<file path="src/rtl/vdp1_pkg.sv">
// rtl/vdp1_pkg.sv - shared VDP1 constants and the Gouraud interpolator FSM state type
// Contents: GOUR_INT_W / GOUR_FRAC_W default widths, gour_state_t (IDLE, DIV, RUN).
package vdp1_pkg;

  localparam int GOUR_INT_W  = 5;
  localparam int GOUR_FRAC_W = 12;

  typedef enum logic [1:0] {
    ST_IDLE = 2'd0,
    ST_DIV  = 2'd1,
    ST_RUN  = 2'd2
  } gour_state_t;

endpackage

</file>
<file path="src/rtl/vdp1_gouraud_interp_if.sv">
// rtl/vdp1_gouraud_interp_if.sv - span request / pixel stream bundle of the Gouraud interpolator
// Signals: start_valid/start_ready/c_start/c_end/len/abort (span request side),
//          pix_valid/pix_ready/pix_c/pix_last (pixel stream side), busy (status).
// Modports: master = span issuer and pixel consumer, slave = interpolator.
interface vdp1_gouraud_interp_if #(
  parameter int NCH   = 3,
  parameter int INT_W = vdp1_pkg::GOUR_INT_W,
  parameter int LEN_W = 10
);

  logic                   start_valid;
  logic                   start_ready;
  logic [NCH*INT_W-1:0]   c_start;
  logic [NCH*INT_W-1:0]   c_end;
  logic [LEN_W-1:0]       len;
  logic                   abort;
  logic                   pix_valid;
  logic                   pix_ready;
  logic [NCH*INT_W-1:0]   pix_c;
  logic                   pix_last;
  logic                   busy;

  modport master (
    output start_valid, c_start, c_end, len, abort, pix_ready,
    input  start_ready, pix_valid, pix_c, pix_last, busy
  );

  modport slave (
    input  start_valid, c_start, c_end, len, abort, pix_ready,
    output start_ready, pix_valid, pix_c, pix_last, busy
  );

endinterface

</file>
<file path="src/rtl/vdp1_serdiv.sv">
// rtl/vdp1_serdiv.sv - restoring serial divider, one quotient bit per cycle
// Ports: clk, rst (async, active-high), start (load operands), dividend, divisor,
//        quotient (valid while done), done (high once DVD_W iterations have run).
module vdp1_serdiv #(
  parameter int DVD_W = 17,
  parameter int DVS_W = 10
) (
  input  logic             clk,
  input  logic             rst,
  input  logic             start,
  input  logic [DVD_W-1:0] dividend,
  input  logic [DVS_W-1:0] divisor,
  output logic [DVD_W-1:0] quotient,
  output logic             done
);

  localparam int CW = $clog2(DVD_W + 1);

  logic [DVS_W-1:0] dvs;
  logic [DVS_W-1:0] rem;
  logic [DVD_W-1:0] quo;
  logic [CW-1:0]    cnt;
  logic             active;
  logic [DVS_W:0]   rem_sh;
  logic [DVS_W:0]   diff;

  // Dividend bits are shifted out of the top of quo while quotient bits enter at the bottom.
  // The remainder is always below the divisor, so one extra bit holds the shifted value and
  // the top bit of the trial subtraction tells whether the divisor fits.
  assign rem_sh = {rem, quo[DVD_W-1]};
  assign diff   = rem_sh - {1'b0, dvs};

  always_ff @(posedge clk or posedge rst) begin
    if (rst) begin
      dvs    <= '0;
      rem    <= '0;
      quo    <= '0;
      cnt    <= '0;
      active <= 1'b0;
    end else if (start) begin
      dvs    <= divisor;
      rem    <= '0;
      quo    <= dividend;
      cnt    <= CW'(DVD_W);
      active <= 1'b1;
    end else if (cnt != '0) begin
      cnt <= cnt - 1'b1;
      if (!diff[DVS_W]) begin
        rem <= diff[DVS_W-1:0];
        quo <= {quo[DVD_W-2:0], 1'b1};
      end else begin
        rem <= rem_sh[DVS_W-1:0];
        quo <= {quo[DVD_W-2:0], 1'b0};
      end
    end
  end

  assign quotient = quo;
  assign done     = active && (cnt == '0);

endmodule

</file>
<file path="src/rtl/vdp1_gouraud_interp.sv">
// rtl/vdp1_gouraud_interp.sv - Gouraud colour interpolator: emits N+1 pixels stepping C_START to C_END
// Ports: clk, rst (async, active-high), bus (slave modport of vdp1_gouraud_interp_if):
//        span request with abort, pixel stream with last marker, busy status.
module vdp1_gouraud_interp
  import vdp1_pkg::*;
#(
  parameter int NCH    = 3,
  parameter int INT_W  = GOUR_INT_W,
  parameter int FRAC_W = GOUR_FRAC_W,
  parameter int LEN_W  = 10
) (
  input  logic                  clk,
  input  logic                  rst,
  vdp1_gouraud_interp_if.slave  bus
);

  localparam int Q = INT_W + FRAC_W;

  gour_state_t          state, state_next;
  logic                 accept;
  logic                 div_start;
  logic                 div_ok;
  logic                 fire;
  logic                 last;
  logic [NCH-1:0]       div_done;
  logic [NCH*INT_W-1:0] pix_c_w;
  logic [LEN_W-1:0]     k;
  logic [LEN_W-1:0]     len_q;

  assign accept    = bus.start_valid && (state == ST_IDLE);
  assign div_start = accept && (bus.len != '0);
  assign div_ok    = &div_done;
  assign last      = (state == ST_RUN) && (k == len_q);
  // Abort takes priority over a pixel handshake in the same cycle.
  assign fire      = (state == ST_RUN) && bus.pix_ready && !bus.abort;

  always_ff @(posedge clk or posedge rst) begin
    if (rst) begin
      state <= ST_IDLE;
    end else begin
      state <= state_next;
    end
  end

  always_comb begin
    state_next = state;
    case (state)
      ST_IDLE: begin
        if (bus.start_valid) begin
          state_next = (bus.len == '0) ? ST_RUN : ST_DIV;
        end
      end
      ST_DIV: begin
        if (bus.abort) begin
          state_next = ST_IDLE;
        end else if (div_ok) begin
          state_next = ST_RUN;
        end
      end
      ST_RUN: begin
        if (bus.abort) begin
          state_next = ST_IDLE;
        end else if (bus.pix_ready && last) begin
          state_next = ST_IDLE;
        end
      end
      default: state_next = ST_IDLE;
    endcase
  end

  always_ff @(posedge clk or posedge rst) begin
    if (rst) begin
      k     <= '0;
      len_q <= '0;
    end else if (accept) begin
      k     <= '0;
      len_q <= bus.len;
    end else if (fire) begin
      k <= k + 1'b1;
    end
  end

  for (genvar i = 0; i < NCH; i++) begin : g_ch
    logic [INT_W-1:0] cs;
    logic [INT_W-1:0] ce;
    logic [INT_W-1:0] mag;
    logic [INT_W-1:0] ce_q;
    logic             dir;
    logic [Q-1:0]     acc;
    logic [Q-1:0]     step;

    assign cs  = bus.c_start[i*INT_W +: INT_W];
    assign ce  = bus.c_end[i*INT_W +: INT_W];
    assign mag = (ce < cs) ? (cs - ce) : (ce - cs);

    // The quotient register stays stable after done, so it serves as the step for the whole span.
    vdp1_serdiv #(
      .DVD_W (Q),
      .DVS_W (LEN_W)
    ) u_div (
      .clk      (clk),
      .rst      (rst),
      .start    (div_start),
      .dividend ({mag, {FRAC_W{1'b0}}}),
      .divisor  (bus.len),
      .quotient (step),
      .done     (div_done[i])
    );

    always_ff @(posedge clk or posedge rst) begin
      if (rst) begin
        acc  <= '0;
        dir  <= 1'b0;
        ce_q <= '0;
      end else if (accept) begin
        acc  <= {cs, {FRAC_W{1'b0}}};
        dir  <= (ce < cs);
        ce_q <= ce;
      end else if (fire) begin
        acc <= dir ? (acc - step) : (acc + step);
      end
    end

    // The final pixel is forced to the exact end colour to hide truncation error in the step;
    // a zero-length span has no end pixel distinct from its start, so it shows the start colour.
    assign pix_c_w[i*INT_W +: INT_W] = (state != ST_RUN)          ? '0   :
                                       (last && (len_q != '0))    ? ce_q :
                                                                    acc[Q-1 -: INT_W];
  end

  assign bus.start_ready = (state == ST_IDLE);
  assign bus.busy        = (state != ST_IDLE);
  assign bus.pix_valid   = (state == ST_RUN);
  assign bus.pix_last    = last;
  assign bus.pix_c       = pix_c_w;

endmodule

</file>
<file path="src/flat_wrapper.sv">
// flat-port wrapper written by rule: the top's interface ports become plain ports
module vdp1_gouraud_interp_flat import vdp1_pkg::*;
#(
  parameter int NCH    = 3,
  parameter int INT_W  = GOUR_INT_W,
  parameter int FRAC_W = GOUR_FRAC_W,
  parameter int LEN_W  = 10
)
  (clk, rst, bus_start_valid, bus_c_start, bus_c_end, bus_len, bus_abort, bus_pix_ready, bus_start_ready, bus_pix_valid, bus_pix_c, bus_pix_last, bus_busy);
  vdp1_gouraud_interp_if #(.NCH(NCH), .INT_W(INT_W), .LEN_W(LEN_W)) bus_i ();
  input  logic clk;
  input  logic rst;
  input wire logic [$bits(bus_i.start_valid)-1:0] bus_start_valid;
  input wire logic [$bits(bus_i.c_start)-1:0] bus_c_start;
  input wire logic [$bits(bus_i.c_end)-1:0] bus_c_end;
  input wire logic [$bits(bus_i.len)-1:0] bus_len;
  input wire logic [$bits(bus_i.abort)-1:0] bus_abort;
  input wire logic [$bits(bus_i.pix_ready)-1:0] bus_pix_ready;
  output wire logic [$bits(bus_i.start_ready)-1:0] bus_start_ready;
  output wire logic [$bits(bus_i.pix_valid)-1:0] bus_pix_valid;
  output wire logic [$bits(bus_i.pix_c)-1:0] bus_pix_c;
  output wire logic [$bits(bus_i.pix_last)-1:0] bus_pix_last;
  output wire logic [$bits(bus_i.busy)-1:0] bus_busy;
  assign bus_i.start_valid = bus_start_valid;
  assign bus_i.c_start = bus_c_start;
  assign bus_i.c_end = bus_c_end;
  assign bus_i.len = bus_len;
  assign bus_i.abort = bus_abort;
  assign bus_i.pix_ready = bus_pix_ready;
  assign bus_start_ready = bus_i.start_ready;
  assign bus_pix_valid = bus_i.pix_valid;
  assign bus_pix_c = bus_i.pix_c;
  assign bus_pix_last = bus_i.pix_last;
  assign bus_busy = bus_i.busy;
  vdp1_gouraud_interp #(.NCH(NCH), .INT_W(INT_W), .FRAC_W(FRAC_W), .LEN_W(LEN_W)) u_core (.clk(clk), .rst(rst), .bus(bus_i));
endmodule
</file>
<file path="config.mk">
export PLATFORM = sky130hd
export DESIGN_NAME = vdp1_gouraud_interp_flat
export DESIGN_NICKNAME = d
export VERILOG_FILES = /design/src/rtl/vdp1_pkg.sv /design/src/rtl/vdp1_gouraud_interp_if.sv /design/src/rtl/vdp1_serdiv.sv /design/src/rtl/vdp1_gouraud_interp.sv /design/src/flat_wrapper.sv
export SDC_FILE = /design/constraint.sdc
export NUM_CORES = 1
export LEC_CHECK = 0
export BUFFER_PORTS_ARGS = -buffer_cell sky130_fd_sc_hd__buf_2
export CAP_MARGIN = 20
export CORE_MARGIN = 4
export CORE_UTILIZATION = 55
export DETAILED_ROUTE_END_ITERATION = 16
export PLACE_DENSITY = 0.72
export SLEW_MARGIN = 20
export SYNTH_ARGS = -nofsm -noshare
export SYNTH_HDL_FRONTEND = slang
export SYNTH_SLANG_ARGS = --single-unit
</file>
<file path="constraint.sdc">
create_clock -name clk -period 7.2 [get_ports clk]
set_input_delay 0.72 -clock clk [delete_from_list [all_inputs] [get_ports clk]]
set_output_delay 0.72 -clock clk [all_outputs]
set_load 0.1 [all_outputs]
</file>
==> flow_summary.json <==
{
  "clk_latency_ps": 440,
  "r2r_cells": 8,
  "synth-edff-count": 0,
  "drv_cap": 0,
  "use_met1_pct": 34.60,
  "clock_skew_ps": 12.93,
  "place_area_um2": 14980,
  "n_antenna_cell": 0,
  "required_ps": 6480,
  "yosysWarnings": 0,
  "clkSinkCount": 198,
  "grt_pass1_vias": 11740,
  "crit_path_max_incr_delay_ps": 620,
  "drc_errors": 0,
  "worst_pin_slew_ps": 1045,
  "gr-total-overflow": 0,
  "htreeDepth": 4,
  "reg2reg_to": "u_core.g_ch[0].u_div.quotient[15]",
  "clockBufferDepth": 2,
  "worstPathCellList": "nand2b_1 > inv_1 > nand4_1 > nor3_1 > o41ai_4 > buf_4 > mux2i_1 > nor2_1 > buf_2",
  "syn_inst": 1691,
  "cts_hold_buf": 0,
  "layout-drive-gt1-share_pct": 8.343,
  "grt_max_degree": 125,
  "p_leak_uw": 0.007172,
  "multiInputGateArea_um2": 8847,
  "synthDistinctLibCells": 81,
  "drt.antenna.violating_nets": 0,
  "final_area_um2": 15570,
  "setup_ws_ps": 3230,
  "drt-initial-drc-count": 984,
  "fp.dieW_um": 169.9,
  "r2r_slack_ps": 3720,
  "met2_usage_pct": 39.41,
  "num_rows": 58,
  "io_pins": 64,
  "track_usage_pct": 24.62,
  "fillers": 2195,
  "preCtsSetupSlack_ps": 3629,
  "run_status": "finished, final reports clean",
  "wl_um": 35190,
  "firstDrtPassIters": 6,
  "slew_violations": 0,
  "grt_busiest_layer": "met2",
  "syn_area_um2": 14410,
  "dr_total_vias": 12270,
  "die_area_um2": 28860,
  "antenna_found_initial": 0,
  "setup_viol": 0,
  "hold_viol": 0,
  "r2r-start": "u_core.state[0]",
  "hold_class": "in2async",
  "grtUsageMet3_pct": 3.600,
  "place_hpwl_um": 25140,
  "relSlewSlack_pct": 30.13,
  "cts.repair.resized": 0,
  "area_delta_synth_final_pct": 8.003,
  "initial_utilization_pct": 56.59,
  "fin_util_pct": 61.12,
  "cts_setup_buffers": 0,
  "crit_arrival_ps": 3250,
  "area.sequential_um2": 4955,
  "gp_congestion": 0.9348,
  "yosys_most_used_dff": "dfrtp_1",
  "layout.nets": 1885,
  "rsz0062_at_grt": "no",
  "clkTransAtPathRegs_ps": 80,
  "ys_ff_latch": 198,
  "max_freq_ghz": 0.2519,
  "synthesis.nets": 1863,
  "synthArstFlopShare_pct": 100.0,
  "ys_seq_area_share_pct": 34.38,
  "crit_slowest_cell": "nand2b_1",
  "powerDensity_nw_per_um2": 521.4,
  "period_minus_slack_ps": 3970,
  "end_kind": "primary output",
  "crit_type": "reg2out",
  "coreArea_um2": 25470,
  "io_buffers": 63,
  "crit_fanout": 17,
  "grt_pass1_wl_um": 58350,
  "tns_ps": 0,
  "die_h_um": 169.9,
  "drt-wirelength-per-cell_um": 17.12,
  "vias_per_cell": 5.968,
  "ctsRootBufferMaster": "clkbuf_16",
  "syn-mean-instance-area_um2": 8.524,
  "cts_buffers": 17,
  "cts_tree": "done",
  "worst_ir_drop_vdd_mv": 0.3082,
  "fin_crit_sh_pct": 55.14,
  "start_kind": "register"
}
cell usage in the layout, fill, tap and decap left out, types with 13 or more instances in the layout:
| cell | count |
|---|---|
| a211oi_1 | 18 |
| a21o_1 | 17 |
| a21oi_1 | 133 |
| a22oi_1 | 13 |
| a31oi_1 | 27 |
| and3_1 | 18 |
| buf_2 | 63 |
| buf_4 | 14 |
| clkbuf_16 | 17 |
| dfrtp_1 | 198 |
| ha_1 | 115 |
| inv_1 | 89 |
| mux2i_1 | 38 |
| nand2_1 | 198 |
| nand3_1 | 57 |
| nor2_1 | 141 |
| nor2b_1 | 18 |
| nor3_1 | 41 |
| o21a_1 | 33 |
| o21ai_0 | 136 |
| xnor2_1 | 94 |
| xor2_1 | 35 |
layer usage:
metal	wire length [um]	share of wire [%]
met5	0	0
met4	862	2.4
met3	1867	5.3
met2	16270	46
met1	16190	46
critical path, delay by kind of cell (launching register included):
family | cells | cell delay [ps]
multiplexers | 1 | 160
buffers and inverters | 3 | 940
flip-flops | 1 | 430
AO/OA/AOI/OAI | 1 | 140
AND/OR/NAND/NOR | 4 | 1140
synthesized netlist by cell type, drive strengths merged (6+ instances only):
master | n | area [um2]
a211oi | 18 | 135.1
a21o | 17 | 127.6
a21oi | 133 | 665.6
a22oi | 13 | 97.59
a31oi | 28 | 190.2
and2 | 8 | 50.05
and3 | 18 | 112.6
buf | 11 | 68.81
clkbuf | 63 | 236.5
dfrtp | 198 | 4955
fa | 12 | 240.2
ha | 115 | 1439
inv | 90 | 337.8
mux2 | 7 | 78.82
mux2i | 38 | 380.4
nand2 | 201 | 754.5
nand2b | 11 | 68.82
nand3 | 57 | 285.3
nand4 | 12 | 75.07
nor2 | 143 | 546.8
nor2b | 19 | 126.4
nor3 | 41 | 205.2
nor4 | 11 | 68.82
o211ai | 8 | 60.06
o21a | 33 | 247.7
o21ai | 142 | 710.7
o31a | 9 | 78.83
o31ai | 11 | 87.58
o41ai | 6 | 90.08
or2 | 6 | 37.53
or3 | 11 | 68.82
xnor2 | 94 | 823.3
xor2 | 36 | 322.8
sequential cells by signal, indices dropped and copies added (netlist names):
register,flops
u_core.g_ch.u_div.active,1
u_core.state,2
u_core.len_q,10
u_core.g_ch.u_div.dvs,10
u_core.g_ch.u_div.rem,30
u_core.g_ch.dir,3
u_core.g_ch.acc,51
u_core.k,10
u_core.g_ch.u_div.quotient,51
u_core.g_ch.ce_q,15
u_core.g_ch.u_div.cnt,15
worst max-delay path by stage:
stage                               start                                end  slack [ps]  depth (start not counted)
after floorplan                       rst              u_core.g_ch[0].acc[0]        1080                          1
after global placement    bus_start_valid  u_core.g_ch[0].u_div.quotient[15]        3650                          8
after detailed placement  bus_start_valid  u_core.g_ch[0].u_div.quotient[15]        3630                          8
after CTS                 u_core.state[0]                      bus_pix_c[13]        3220                          9
after global routing      u_core.state[0]                       bus_pix_c[2]        3000                          9
final                     u_core.state[0]                      bus_pix_c[13]        3230                          9
where the power goes:
part	switching (uW)	internal, uW
logic	2920	2310
clock network	489	466
registers	436	1500
total	3840	4270
kinds of logic (layout without fill, tap and decap cells):
group	after synthesis	in the layout	share of synthesized area, %
xor gates and xnor gates	130	130	7.951
AOI/OAI and AO/OA	466	466	20.36
buffers and inverters	164	199	4.462
DFF	198	198	34.37
and+or+nand+nor	561	561	18.01
adders and majority gates	127	127	11.65
muxes	45	45	3.186
metrics by stage:
| step | power, uW | std cells | hold WS, ps |
|---|---|---|---|
| after floorplan | 6113 | 1691 | 433.7 |
| after global placement | 6979 | 2024 | 458.9 |
| after detailed placement | 7129 | 2024 | 469.2 |
| after CTS | 8123 | 2056 | 486.3 |
| after global routing | 8869 | 2056 | 516.1 |
| final | 8116 | 2056 | 457.0 |
area by class of cell:
class / count / share of cell area [%]
Tap cell: 330 / 2.652
Multi-Input combinational cell: 1329 / 56.83
Inverter: 90 / 2.218
Timing Repair Buffer: 77 / 2.701
Clock inverter: 15 / 1.037
Clock buffer: 17 / 2.733
Sequential cell: 198 / 31.83
Power figures use the tool's default switching activity.
